--- config.mk ---
export PLATFORM = sky130hd
export DESIGN_NAME = issue_queue_flat
export DESIGN_NICKNAME = d
export VERILOG_FILES = /design/src/rtl/issue_queue_pkg.sv /design/src/rtl/issue_queue_if.sv /design/src/rtl/issue_queue.sv /design/src/flat_wrapper.sv
export SDC_FILE = /design/constraint.sdc
export NUM_CORES = 1
export LEC_CHECK = 0
export ABC_AREA = 0
export BUFFER_PORTS_ARGS = -buffer_cell sky130_fd_sc_hd__buf_2
export CAP_MARGIN = 20
export CORE_UTILIZATION = 55
export DETAILED_ROUTE_END_ITERATION = 10
export GPL_TIMING_DRIVEN = 0
export PLACE_DENSITY = 0.73
export SLEW_MARGIN = 25
export SYNTH_ARGS = -nofsm -noshare
export SYNTH_HDL_FRONTEND = slang
export SYNTH_SLANG_ARGS = --single-unit
--- constraint.sdc ---
create_clock -name clk -period 6.1 [get_ports clk]
set_clock_uncertainty 0.2 [all_clocks]
set_input_delay 0.61 -clock clk [delete_from_list [all_inputs] [get_ports clk]]
set_output_delay 0.61 -clock clk [all_outputs]
set_load 0.005 [all_outputs]
--- src/rtl/issue_queue_pkg.sv ---
// Shared types and sizing for the decode-to-dispatch instruction queue.
// PC_set is the decoded instruction bundle passed between pipeline stages.
package issue_queue_pkg;

    localparam int IQ_DEPTH = 8;
    localparam int IQ_PTR_W = $clog2(IQ_DEPTH);

    typedef struct packed {
        logic [31:0] pc;
        logic [31:0] inst;
        logic        o_valid;
    } PC_set;

endpackage

--- src/rtl/issue_queue_if.sv ---
// Handshake bundle between decode/dispatch (master) and the issue queue (slave).
interface issue_queue_if;
    import issue_queue_pkg::*;

    logic        flush;
    logic        stall;
    PC_set       i_set1;
    PC_set       i_set2;
    logic [1:0]  i_valid;
    logic        o_full;
    logic [1:0]  i_usingNUM;
    PC_set       o_set1;
    PC_set       o_set2;
    logic [1:0]  o_is_valid;

    modport master (
        output flush, stall, i_set1, i_set2, i_valid, i_usingNUM,
        input  o_full, o_set1, o_set2, o_is_valid
    );

    modport slave (
        input  flush, stall, i_set1, i_set2, i_valid, i_usingNUM,
        output o_full, o_set1, o_set2, o_is_valid
    );

endinterface

--- src/rtl/issue_queue.sv ---
// Dual-write, dual-read circular buffer decoupling decode from issue dispatch.
// Pushes are all-or-nothing against a registered full flag; pops are clamped to occupancy.
module issue_queue
    import issue_queue_pkg::*;
#(
    parameter int DEPTH = IQ_DEPTH
) (
    input  logic         clk,
    input  logic         rstn,
    issue_queue_if.slave iq
);

    localparam int PW = $clog2(DEPTH);
    localparam int CW = PW + 1;

    PC_set          mem [DEPTH];
    logic [PW-1:0]  head;
    logic [PW-1:0]  tail;
    logic [CW-1:0]  count;
    logic [1:0]     wr_n;
    logic [1:0]     rd_n;
    logic           full;
    PC_set          first_set;

    // Full looks only at registered count so decode's hold signal stays off the pop path.
    assign full = (count > CW'(DEPTH - 2));

    always_comb begin
        wr_n      = 2'd0;
        first_set = iq.i_valid[1] ? iq.i_set1 : iq.i_set2;
        if (!full) begin
            wr_n = {1'b0, iq.i_valid[1]} + {1'b0, iq.i_valid[0]};
        end
    end

    always_comb begin
        rd_n = 2'd0;
        if (!iq.stall && (iq.i_usingNUM != 2'd3)) begin
            if (CW'(iq.i_usingNUM) > count) begin
                rd_n = count[1:0];
            end else begin
                rd_n = iq.i_usingNUM;
            end
        end
    end

    always_ff @(posedge clk or negedge rstn) begin
        if (!rstn) begin
            head  <= '0;
            tail  <= '0;
            count <= '0;
        end else if (iq.flush) begin
            head  <= '0;
            tail  <= '0;
            count <= '0;
        end else begin
            head  <= head + PW'(rd_n);
            tail  <= tail + PW'(wr_n);
            count <= count + CW'(wr_n) - CW'(rd_n);
        end
    end

    // Storage is deliberately left unreset; occupancy alone decides what is valid.
    always_ff @(posedge clk) begin
        if (!iq.flush && (wr_n != 2'd0)) begin
            mem[tail] <= first_set;
            if (wr_n == 2'd2) begin
                mem[tail + PW'(1)] <= iq.i_set2;
            end
        end
    end

    always_comb begin
        iq.o_set1         = mem[head];
        iq.o_set2         = mem[head + PW'(1)];
        iq.o_is_valid     = {(count >= CW'(1)), (count >= CW'(2))};
        iq.o_set1.o_valid = iq.o_is_valid[1];
        iq.o_set2.o_valid = iq.o_is_valid[0];
        iq.o_full         = full;
    end

endmodule

--- src/flat_wrapper.sv ---
// flat-port wrapper written by rule: the top's interface ports become plain ports
module issue_queue_flat import issue_queue_pkg::*;
#(
    parameter int DEPTH = IQ_DEPTH
)
  (clk, rstn, iq_flush, iq_stall, iq_i_set1, iq_i_set2, iq_i_valid, iq_i_usingNUM, iq_o_full, iq_o_set1, iq_o_set2, iq_o_is_valid);
  issue_queue_if iq_i ();
  input  logic clk;
  input  logic rstn;
  input wire logic [$bits(iq_i.flush)-1:0] iq_flush;
  input wire logic [$bits(iq_i.stall)-1:0] iq_stall;
  input wire logic [$bits(iq_i.i_set1)-1:0] iq_i_set1;
  input wire logic [$bits(iq_i.i_set2)-1:0] iq_i_set2;
  input wire logic [$bits(iq_i.i_valid)-1:0] iq_i_valid;
  input wire logic [$bits(iq_i.i_usingNUM)-1:0] iq_i_usingNUM;
  output wire logic [$bits(iq_i.o_full)-1:0] iq_o_full;
  output wire logic [$bits(iq_i.o_set1)-1:0] iq_o_set1;
  output wire logic [$bits(iq_i.o_set2)-1:0] iq_o_set2;
  output wire logic [$bits(iq_i.o_is_valid)-1:0] iq_o_is_valid;
  assign iq_i.flush = iq_flush;
  assign iq_i.stall = iq_stall;
  assign iq_i.i_set1 = iq_i_set1;
  assign iq_i.i_set2 = iq_i_set2;
  assign iq_i.i_valid = iq_i_valid;
  assign iq_i.i_usingNUM = iq_i_usingNUM;
  assign iq_o_full = iq_i.o_full;
  assign iq_o_set1 = iq_i.o_set1;
  assign iq_o_set2 = iq_i.o_set2;
  assign iq_o_is_valid = iq_i.o_is_valid;
  issue_queue #(.DEPTH(DEPTH)) u_core (.clk(clk), .rstn(rstn), .iq(iq_i));
endmodule
# Word-level counts from Yosys, hierarchy flattened
# Memory sizes are Yosys's and may differ from the RTL's.
# Cells that the tools add are included.
# word_totals
register_bits	10
ram_bits	520
rom_bits	0
latch_bits	0
mem_count	1
# memory_table
memory	words	width	rd	rd_ports_with_merged_regs	write_ports	line_no	source
u_core.mem	8	65	2	0	2	issue_queue.sv:16	PC_set mem [DEPTH];
# op_classes
eq_ne	2
mul	0
magnitude_cmp	4
n_reduce_logical	5
div_mod_pow	0
add_sub_neg	7
bitwise_logic	0
muxes	12
n_shift	0
# op_table
op	count
65-bit 2-to-1 mux	1
3-bit by 1-bit adder with 3-bit output, second input constant	2
3-bit by 2-bit adder with 3-bit output	2
2-bit 2-to-1 mux	3
3-bit 2-to-1 mux	2
1-bit 2-to-1 mux	5
4-bit by 2-bit adder with 4-bit output	1
4-bit by 1-bit >= comparator with 1-bit output, second input constant	1
4-bit by 2-bit >= comparator with 1-bit output, second input constant	1
2-bit by 4-bit greater-than comparator with 1-bit output	1
4-bit by 3-bit greater-than comparator with 1-bit output, second input constant	1
4-bit 2-to-1 mux	1
4-bit by 2-bit subtractor with 4-bit output	1
1-bit by 1-bit adder with 2-bit output	1
2-bit equality test, second input constant	1
1-bit logical AND	2
1-bit logical NOT	2
2-bit inequality test, second input constant	1
2-bit nonzero test	1

# Logic depth before layout (Yosys ltp)
# Gate-level depths: netlist (run 1).
# depth
word_depth	6
depth_mapped	13

# Worst setup path after synthesis (run 1)
# Ideal clock, no wire load.
# synth_timing
path_type	input to register
start	in iq_i_valid[0]
end	mem u_core.mem[1][10] (netlist name), enable pin
setup_time_ps	507
slack_ps	600
t_arrival_ps	4793
cell_stages	5
cell_sequence	ha_1 nor3_1 nand2b_1 or2_2 a21oi_1
# synth_rtl
item	line_no	source
start, declared	flat_wrapper.sv:14	input wire logic [$bits(iq_i.i_valid)-1:0] iq_i_valid;
end, declared	issue_queue.sv:16	

# Final worst setup path (run 1)
# layout_timing
start	reg u_core.head[0]
end	out iq_o_set1[3]
# layout_between
elab_chain_cells	1
# layout_rtl
item	line_no	source
start, declared	issue_queue.sv:17	logic [PW-1:0] head;
start signal, assigned	issue_queue.sv:57	head <= head + PW'(rd_n);
memory read 8 x 65 bit	--	
end, declared	flat_wrapper.sv:17	output wire logic [$bits(iq_i.o_set1)-1:0] iq_o_set1;
# Every way passes these cells.

==> results of run 1 <==
kinds of logic (layout without fill, tap and decap cells):
| logic type | after synthesis | count (layout) | synth area share (%) |
|---|---|---|---|
| compound gates | 16 | 16 | 0.337 |
| xor+xnor | 6 | 6 | 0.171 |
| fa+ha+maj | 18 | 18 | 0.829 |
| buf+inv | 145 | 554 | 2.19 |
| flops | 522 | 522 | 50.8 |
| mux | 963 | 963 | 44.6 |
| other cells | 0 | 7 | 0 |
| simple gates | 51 | 51 | 1.11 |
power by group through the flow:
stage / registers, mW / clock network (mW) / logic, mW
2_1_floorplan: 4.43 / 0 / 2.66
3_3_place_gp: 4.49 / 0 / 4.05
3_5_place_dp: 4.45 / 0 / 4.26
4_1_cts: 4.37 / 3.26 / 4.29
5_1_grt: 4.39 / 3.39 / 4.53
6_report: 4.37 / 3.25 / 4.27
sequential cells by signal (all words and copies together), names as in the netlist:
register	count
u_core.tail	3
u_core.head	3
u_core.mem	512
u_core.count	4
per-layer routing:
layer | GRT usage [%] | vias to the layer above | wire length [um]
met5 | 0 | - | 67
met4 | 11.9 | 10 | 2930
met3 | 5.61 | 182 | 7250
met2 | 50.3 | 970 | 43100
met1 | 42.6 | 9882 | 34500
li1 | - | 7955 | -
area by class of cell:
| type | count | area [sq um] |
|---|---|---|
| diodes | 7 | 17.5 |
| plain buffers | 132 | 642 |
| clock buffers | 72 | 1480 |
| clock inverters | 30 | 203 |
| fillers | 3900 | 19400 |
| inverters | 13 | 48.8 |
| multi-input cells | 1054 | 14600 |
| flip-flops and latches | 522 | 15600 |
| well taps | 748 | 936 |
| repair buffers | 307 | 2280 |
metrics by stage:
stage	hold WS [ns]	util, %	power (mW)	setup slack [ns]	area, sq um
after CTS	0.171	64.8	11.9	1.30	35800
after detailed placement	0.286	61.7	8.70	1.97	34100
final	0.182	64.9	11.9	1.32	35800
after global routing	0.207	64.8	12.3	1.18	35800
after floorplan	0.114	-	7.09	0.600	30800
after global placement	0.281	59.9	8.54	-3.81	33100
Yosys cell counts, types with 5 or more instances:
cell type	number
nor2_1	13
mux2_2	657
mux4_2	256
nor3_4	7
mux2_1	47
nor2b_1	5
nand2_1	6
buf_2	56
ha_1	14
buf_1	16
a21oi_1	6
nand3b_1	5
dfrtp_1	10
clkbuf_1	51
buf_6	7
edfxtp_1	512
inv_1	12
how the worst min path moves through the flow:
stage	endpoint	slack, ns	cells after the start
5_1_grt	u_core.mem[7][39]	0.21	2
3_3_place_gp	u_core.count[2]	0.28	1
3_5_place_dp	u_core.count[2]	0.29	1
6_report	u_core.count[2]	0.18	2
4_1_cts	u_core.count[2]	0.17	2
2_1_floorplan	u_core.count[0]	0.11	0
repair_timing:
item | CTS | global route
setup endpoints to repair | 0 | 0
hold buffers | 1 | 0
hold endpoints to repair | 10 | 0
critical path: cells and delay by family (launching register included):
family / cells / cell delay, ns
flops: 1 / 0.46
mux: 2 / 0.73
buf+inv: 5 / 2.17
==> results_dict.tcl, run 1 <==
set metrics [dict create \
    pwr-share-clk_pct 27.3 \
    synth_area_leaders "edfxtp_1 50%, mux2_2 24%, mux4_2 19%, mux2_1 1.7%, buf_2 0.91%" \
    crit_chain "clkbuf_1 > buf_2 > clkbuf_1 > clkbuf_1 > mux4_2 > mux2_2 > buf_2" \
    cts_htree_levels 2 \
    drc_errors 0 \
    fp.dieH_um 239 \
    grt_overflow 0 \
    p_sw_mw 3.65 \
    slew_violations 0 \
    die-area_sq_mm 0.0569 \
    start_util_pct 55.8 \
    relSlewSlack_pct 31.9 \
    postCtsSetupBuffers 0 \
    synth_nets 1877 \
    dr.first_iter.drc_count 2051 \
    fmax_mhz 209 \
    gp_congestion 0.802 \
    first_global_vias 19793 \
    end_kind "primary output" \
    worst_pin_slew_ns 1.02 \
    clk_latency_ns 0.62 \
    finalSetupViolations 0 \
    place_inst 2775 \
    yosysWarnings 0 \
    yosys.area.top_type_share_pct 49.9 \
    finalCritPeriodShare_pct 78.4 \
    p_seq_share_pct 36.8 \
    hold_path.class "input port to async pin" \
    num_vias 18999 \
    cts_buffers 56 \
    period_minus_slack_ns 4.78 \
    port_buffers 268 \
    fin_setup_tns_ns 0 \
    p_leak_nw 11.8 \
    rrSetupSlack_ns 2.60 \
    path_max_fanout 10 \
    synthArstFlopShare_pct 1.92 \
    dp_hpwl_um 57400 \
    avgViaCountPerCell 6.59 \
    antenna_found_initial 11 \
    dr.pass1.iters 5 \
    num_rows 86 \
    final_nets 2242 \
    r2r-end "u_core.mem[3][49]" \
    final_cells 2885 \
    drive_gt1_share_pct 65.2 \
    startpoint "u_core.head[0]" \
    p_per_area_mw_per_mm2 332 \
    grt_pass1_wl_um 129000 \
    worstPathArrival_ns 3.97 \
    max_stage_delay_ns 0.78 \
    cts_root_buf "clkbuf_16" \
    intPower_mw 8.24 \
    r2r_cells 9 \
    crit_required_ns 5.29 \
    synth_area_sq_mm 0.0308 \
    grt_max_degree 32 \
    cts_tree "built" \
    avgSynthCellArea_sq_um 17.9 \
    ys_types 40 \
    cts_resized 0 \
    crit_slowest_cell "clkbuf_1" \
    final_antenna_net_count 0 \
    ys_ff_latch 522 \
    die_x_um 239 \
    cpMostUsedCell "clkbuf_1" \
    area_growth_pct 16.3 \
    crit_type "flop to primary output" \
    p_comb_share_pct 35.9 \
    totalWireLength_um 87800 \
    max-cap-violations 0 \
    synth_edf_count 512 \
    vdd_drop_max_v 0.000217 \
    cts_sinks 522 \
    synth_top_cell_by_area "edfxtp_1" \
    hold_viol_final 0 \
    timing.rr.start "u_core.count[3]" \
    crit_path_start_kind "flop" \
    grt_usage_pct 31.2 \
    seq_area_frac_synth_pct 50.8 \
    layout_commonest_cell "mux2_2" \
    pin_count 271 \
    layout_common_cells "657 x mux2_2, 512 x edfxtp_1, 329 x buf_2" \
    clockBufferDepth 3 \
    synth_ff_type "edfxtp_1" \
    status "finished, final reports clean" \
    path_clk_slew_ns 0.06 \
    rsz0062_at_grt "no" \
    coreArea_sq_mm 0.0552 \
    p_sw_share_pct 30.7 \
    setup.worst_path.end "iq_o_set1[3]" \
    synth_cells 1721 \
    avgRoutedWirePerCell_um 30.4 \
]
(Power assumes the default switching activity.)
==> inputs of run 2 (changes only) <==
==> constraint.sdc (replaced) <==
create_clock -name clk -period 4.4 [get_ports clk]
set_clock_uncertainty 0.2 [all_clocks]
set_input_delay 0.44 -clock clk [delete_from_list [all_inputs] [get_ports clk]]
set_output_delay 0.44 -clock clk [all_outputs]
set_load 0.005 [all_outputs]
==> results_dict.tcl, run 2 (same netlist as run 1, synthesis figures left out) <==
set metrics [dict create \
    status "finished, final reports clean" \
    cts_htree_levels 2 \
    grt_pass1_wl_um 128000 \
    top_regs "u_core.mem: 512 flops, u_core.count: 4 flops" \
    end_kind "primary output" \
    antenna_found_initial 11 \
    crit_type "flop to primary output" \
    pin_count 271 \
    drive_gt1_share_pct 66.3 \
    slew_violations 0 \
    start_util_pct 55.8 \
    path_clk_slew_ns 0.06 \
    die_x_um 239 \
    fin_setup_tns_ns 0 \
    grt_max_degree 31 \
    period_minus_slack_ns 4.38 \
    final_cells 2901 \
    n_fill_cell 3906 \
    postCtsSetupBuffers 0 \
    finalSetupViolations 0 \
    grt_overflow 0 \
    cts_sinks 522 \
    final_antenna_net_count 0 \
    path_max_fanout 10 \
    port_buffers 268 \
    finalInstanceArea_sq_mm 0.0363 \
    layout_commonest_cell "mux2_2" \
    coreArea_sq_mm 0.0552 \
    avgViaCountPerCell 6.62 \
    hold_path.class "input port to flop" \
    placed_area_sq_mm 0.0341 \
    fp.dieH_um 239 \
    cts_root_buf "clkbuf_16" \
    final_core_util_pct 65.7 \
    hold_viol_final 0 \
    first_global_vias 20044 \
    worst_pin_slew_ns 0.998 \
    max-cap-violations 0 \
    crit_path_start_kind "flop" \
    rsz0062_at_grt "no" \
    place_inst 2777 \
    relSlewSlack_pct 33.5 \
    top_register "u_core.mem" \
    p_leak_nw 12.1 \
    largest_reg_flops 512 \
    grt_usage_pct 31.4 \
    clockBufferDepth 3 \
    worstPathArrival_ns 3.74 \
    cts_buffers 58 \
    area_growth_pct 17.8 \
    fmax_mhz 228 \
    vdd_drop_max_v 0.000416 \
    final_nets 2257 \
    cts_tree "built" \
    clk_latency_ns 0.63 \
    dp_hpwl_um 58100 \
    p_per_area_mw_per_mm2 470 \
    dr.first_iter.drc_count 1950 \
    num_vias 19197 \
    gp_congestion 0.791 \
    finalCritPeriodShare_pct 99.6 \
    crit_required_ns 3.76 \
    totalWireLength_um 88800 \
    die-area_sq_mm 0.0569 \
    layout_common_cells "657 x mux2_2, 512 x edfxtp_1, 328 x buf_2" \
    num_rows 86 \
    dr.pass1.iters 6 \
    avgRoutedWirePerCell_um 30.6 \
    drc_errors 0 \
]
-- run 2: cell types whose count changed in the layout (fill, tap and decap cells not counted), moves of 3 or more --
cell           previous run  this run
buf_1                     7         4
diode_2                   7         3
buf_12                    5         2
clkbuf_8                  0         8
clkinv_1                 18        14
buf_16                   27        30
clkbuf_16                57        61
clkbuf_1                 62        40
clkbuf_2                  8        25
dlygate4sd3_1             1        12
bufinv_16                 3         6
-- run 2: path summary, 6_finish.rpt --
| kind | from | to | slack [ns] | depth (start not counted) |
|---|---|---|---|---|
| min | iq_i_set2[40] | u_core.mem[1][40] | 0.03 | 2 |
| max reg2reg | u_core.count[3] | u_core.mem[3][33] | 0.84 | 9 |
| max in group asynchronous | rstn | u_core.count[1] | 2.70 | 4 |
| min reg2reg | u_core.tail[0] | u_core.tail[0] | 0.48 | 2 |
| min in group asynchronous | rstn | u_core.count[3] | 0.55 | 3 |
| max | u_core.head[0] | iq_o_set2[7] | 0.02 | 6 |
-- run 2: timing repair --
action,4_1_cts,5_1_grt
endpoints found under the setup margin,75,36
endpoints found under the hold margin,28,0
pin swaps,0,0
resized for setup,10,19
hold buffers,12,0
-- run 2: metrics by stage --
step,hold WS (ns),setup slack (ns),power (mW)
after global placement,0.112,-3.89,11.8
after CTS,0.0000133,0.0255,17.1
after floorplan,-0.0556,-0.288,9.82
final,0.0297,0.0165,17.0
after detailed placement,0.118,0.437,12.1
after global routing,0.0255,0.0134,17.6
-- run 2: layout make-up --
cell class	count	area, sq um	share of cell area (%)
Buffer	132	676	1.86
Timing Repair Buffer	320	2440	6.74
Sequential cell	522	15600	43.1
Multi-Input combinational cell	1054	14600	40.2
Inverter	13	48.8	0.135
Tap cell	748	936	2.58
Clock inverter	32	295	0.814
Antenna cell	3	7.51	0.0207
Clock buffer	77	1670	4.60
-- run 2: power breakdown --
group / switching, mW / internal (mW)
Sequential: 0.156 / 5.91
Clock: 2.03 / 2.99
Combinational: 2.95 / 3.01
-- run 2: critical path, cell delays in order (launching register included) --
cell and delay [ns]:
dfrtp_1 0.44, ha_1 0.33, clkdlybuf4s15_1 0.69, clkbuf_1 0.80, mux4_2 0.41, mux2_2 0.31
buf_2 0.14
-- run 2: metal layers --
| layer | global-route usage [%] | routed length, um | vias to the layer above |
|---|---|---|---|
| met3 | 7.25 | 8410 | 183 |
| met1 | 41.7 | 34200 | 10033 |
| met2 | 50.9 | 43200 | 982 |
| met4 | 11.4 | 2900 | 18 |
| li1 | - | - | 7981 |
| met5 | 0 | 109 | - |
==> inputs of run 3 (changes only) <==
--- a/config.mk
+++ b/config.mk
@@ -8,10 +8,12 @@
 export ABC_AREA = 0
 export BUFFER_PORTS_ARGS = -buffer_cell sky130_fd_sc_hd__buf_2
 export CAP_MARGIN = 20
-export CORE_UTILIZATION = 55
+export CELL_PAD_IN_SITES_DETAIL_PLACEMENT = 1
+export CELL_PAD_IN_SITES_GLOBAL_PLACEMENT = 1
+export CORE_UTILIZATION = 52
 export DETAILED_ROUTE_END_ITERATION = 10
 export GPL_TIMING_DRIVEN = 0
-export PLACE_DENSITY = 0.73
+export PLACE_DENSITY = 0.8
 export SLEW_MARGIN = 25
 export SYNTH_ARGS = -nofsm -noshare
 export SYNTH_HDL_FRONTEND = slang
==> results_dict.tcl, run 3 (same netlist as run 1, synthesis figures left out) <==
set metrics [dict create \
    status "finished, final reports clean" \
    fin_setup_tns_ns 0 \
    gp_congestion 0.810 \
    first_global_vias 21289 \
    rsz0062_at_grt "no" \
    top_regs "u_core.mem: 512 flops, u_core.count: 4 flops" \
    avgViaCountPerCell 6.78 \
    top_usage_layer "met2" \
    num_vias 19745 \
    worst_pin_slew_ns 0.992 \
    hold_viol_final 0 \
    dr.first_iter.drc_count 1930 \
    grt_max_degree 32 \
    crit_path_start_kind "flop" \
    pin_count 271 \
    hold_path.class "input port to flop" \
    end_kind "primary output" \
    drc_errors 0 \
    grt_pass1_wl_um 143000 \
    die-area_sq_mm 0.0602 \
    place_inst 2795 \
    grt_util_met3_pct 5.78 \
    layout_commonest_cell "mux2_2" \
    die_x_um 245 \
    clockBufferDepth 3 \
    start_util_pct 52.9 \
    drive_gt1_share_pct 65.8 \
    totalWireLength_um 98800 \
    max-cap-violations 0 \
    regArea_sq_mm 0.0156 \
    num_rows 88 \
    cts_buffers 57 \
    grt_overflow 0 \
    crit_required_ns 3.76 \
    crit_slowest_cell "buf_1" \
    path_max_fanout 10 \
    coreArea_sq_mm 0.0581 \
    worstPathArrival_ns 3.66 \
    finalCritPeriodShare_pct 97.6 \
    slew_violations 0 \
    cts_htree_levels 2 \
    multi_input_area_sq_mm 0.0146 \
    dr.pass1.iters 5 \
    layout_common_cells "657 x mux2_2, 512 x edfxtp_1, 331 x buf_2" \
    final_nets 2254 \
    largest_reg_flops 512 \
    grt_use_met1_pct 44.3 \
    path_clk_slew_ns 0.06 \
    final_cells 2912 \
    grt_usage_pct 33.1 \
    p_leak_nw 11.9 \
    final_antenna_net_count 0 \
    fmax_mhz 233 \
    rrSetupSlack_ns 0.66 \
    finalSetupViolations 0 \
    postCtsSetupBuffers 0 \
    cts_sinks 522 \
    cts_root_buf "clkbuf_16" \
    area_growth_pct 17.0 \
    clk_latency_ns 0.62 \
    max_stage_delay_ns 0.79 \
    crit_type "flop to primary output" \
    antenna_found_initial 8 \
    dp_hpwl_um 64900 \
    top_register "u_core.mem" \
    relSlewSlack_pct 33.9 \
    crit_chain "clkbuf_1 > buf_1 > mux4_2 > mux2_2 > buf_2" \
    cts_tree "built" \
    port_buffers 268 \
    n_fill_cell 5132 \
    critPathTopFamily "buffers and inverters" \
    cp.buffers_inverters 3 \
    fp.dieH_um 245 \
    avgRoutedWirePerCell_um 33.9 \
    p_per_area_mw_per_mm2 464 \
    use_met2_pct 54.2 \
    vdd_drop_max_v 0.000312 \
    period_minus_slack_ns 4.30 \
]
run 3: cell types whose count changed in the layout (fill, tap and decap cells not counted), moves of 2 or more:
cell | before | now
buf_16 | 30 | 33
buf_2 | 328 | 331
buf_8 | 7 | 5
bufinv_16 | 6 | 0
clkbuf_1 | 40 | 54
clkbuf_16 | 61 | 59
clkbuf_2 | 25 | 20
clkbuf_8 | 8 | 2
clkinv_2 | 11 | 9
dlygate4sd3_1 | 12 | 9
run 3: report_power, final:
part | internal [mW] | leakage [nW] | switching, mW
sequential | 5.91 | 4.76 | 0.177
clock | 2.48 | 0.826 | 2.02
combinational | 3.03 | 6.33 | 3.09
run 3: path summary, 6_finish.rpt:
kind                                  from                 to  cells after the start
max                         u_core.head[1]      iq_o_set1[21]                      5
min in group asynchronous             rstn     u_core.head[1]                      3
max reg2reg                u_core.count[3]  u_core.mem[3][25]                      9
max in group asynchronous             rstn    u_core.count[0]                      4
min reg2reg                 u_core.tail[0]     u_core.tail[0]                      2
min                          iq_i_set2[52]  u_core.mem[3][52]                      2
run 3: layer usage:
| metal | vias to the layer above | share of wire (%) |
|---|---|---|
| met3 | 231 | 7.7 |
| met5 | - | 0.063 |
| met4 | 10 | 3.6 |
| li1 | 7979 | - |
| met1 | 10520 | 39 |
| met2 | 1005 | 49 |
run 3: final cells by class:
class                      count  share of cell area, %
tap                          765                   2.66
antenna                        3                 0.0208
buffer                       132                   1.87
inverter                      13                  0.135
multi-input combinational   1054                   40.4
clock buffer                  82                   4.39
sequential                   522                   43.4
timing repair buffer         318                   6.82
clock inverter                23                  0.285
run 3: worst reg2reg max path, cell delays in order, from the launching register on:
cell and delay [ns]:
dfrtp_1 0.39, inv_1 0.10, ha_1 0.19, nand2_1 0.09, mux2i_2 0.39, inv_2 0.23
buf_6 0.23, nor2_2 0.73, buf_2 0.53, mux2_2 0.39
run 3: stage by stage:
step | power (mW) | hold slack [ns] | area (sq um) | setup WS (ns) | utilization [%]
after detailed placement | 12.3 | 0.122 | 34200 | 0.312 | 58.8
after CTS | 16.8 | 0.000225 | 36000 | 0.00471 | 61.9
after global placement | 11.9 | 0.116 | 33100 | -4.16 | 56.9
after floorplan | 9.82 | -0.0556 | 30800 | -0.288 | -
final | 16.7 | 0.0284 | 36000 | 0.105 | 62.0
after global routing | 17.2 | 0.0268 | 36000 | 0.00750 | 62.0
run 3: timing repair:
item                                   in CTS  in global routing
endpoints found under the hold margin      23                  0
resized for setup                          15                  5
setup endpoints to repair                  95                 18
hold buffers                                9                  0
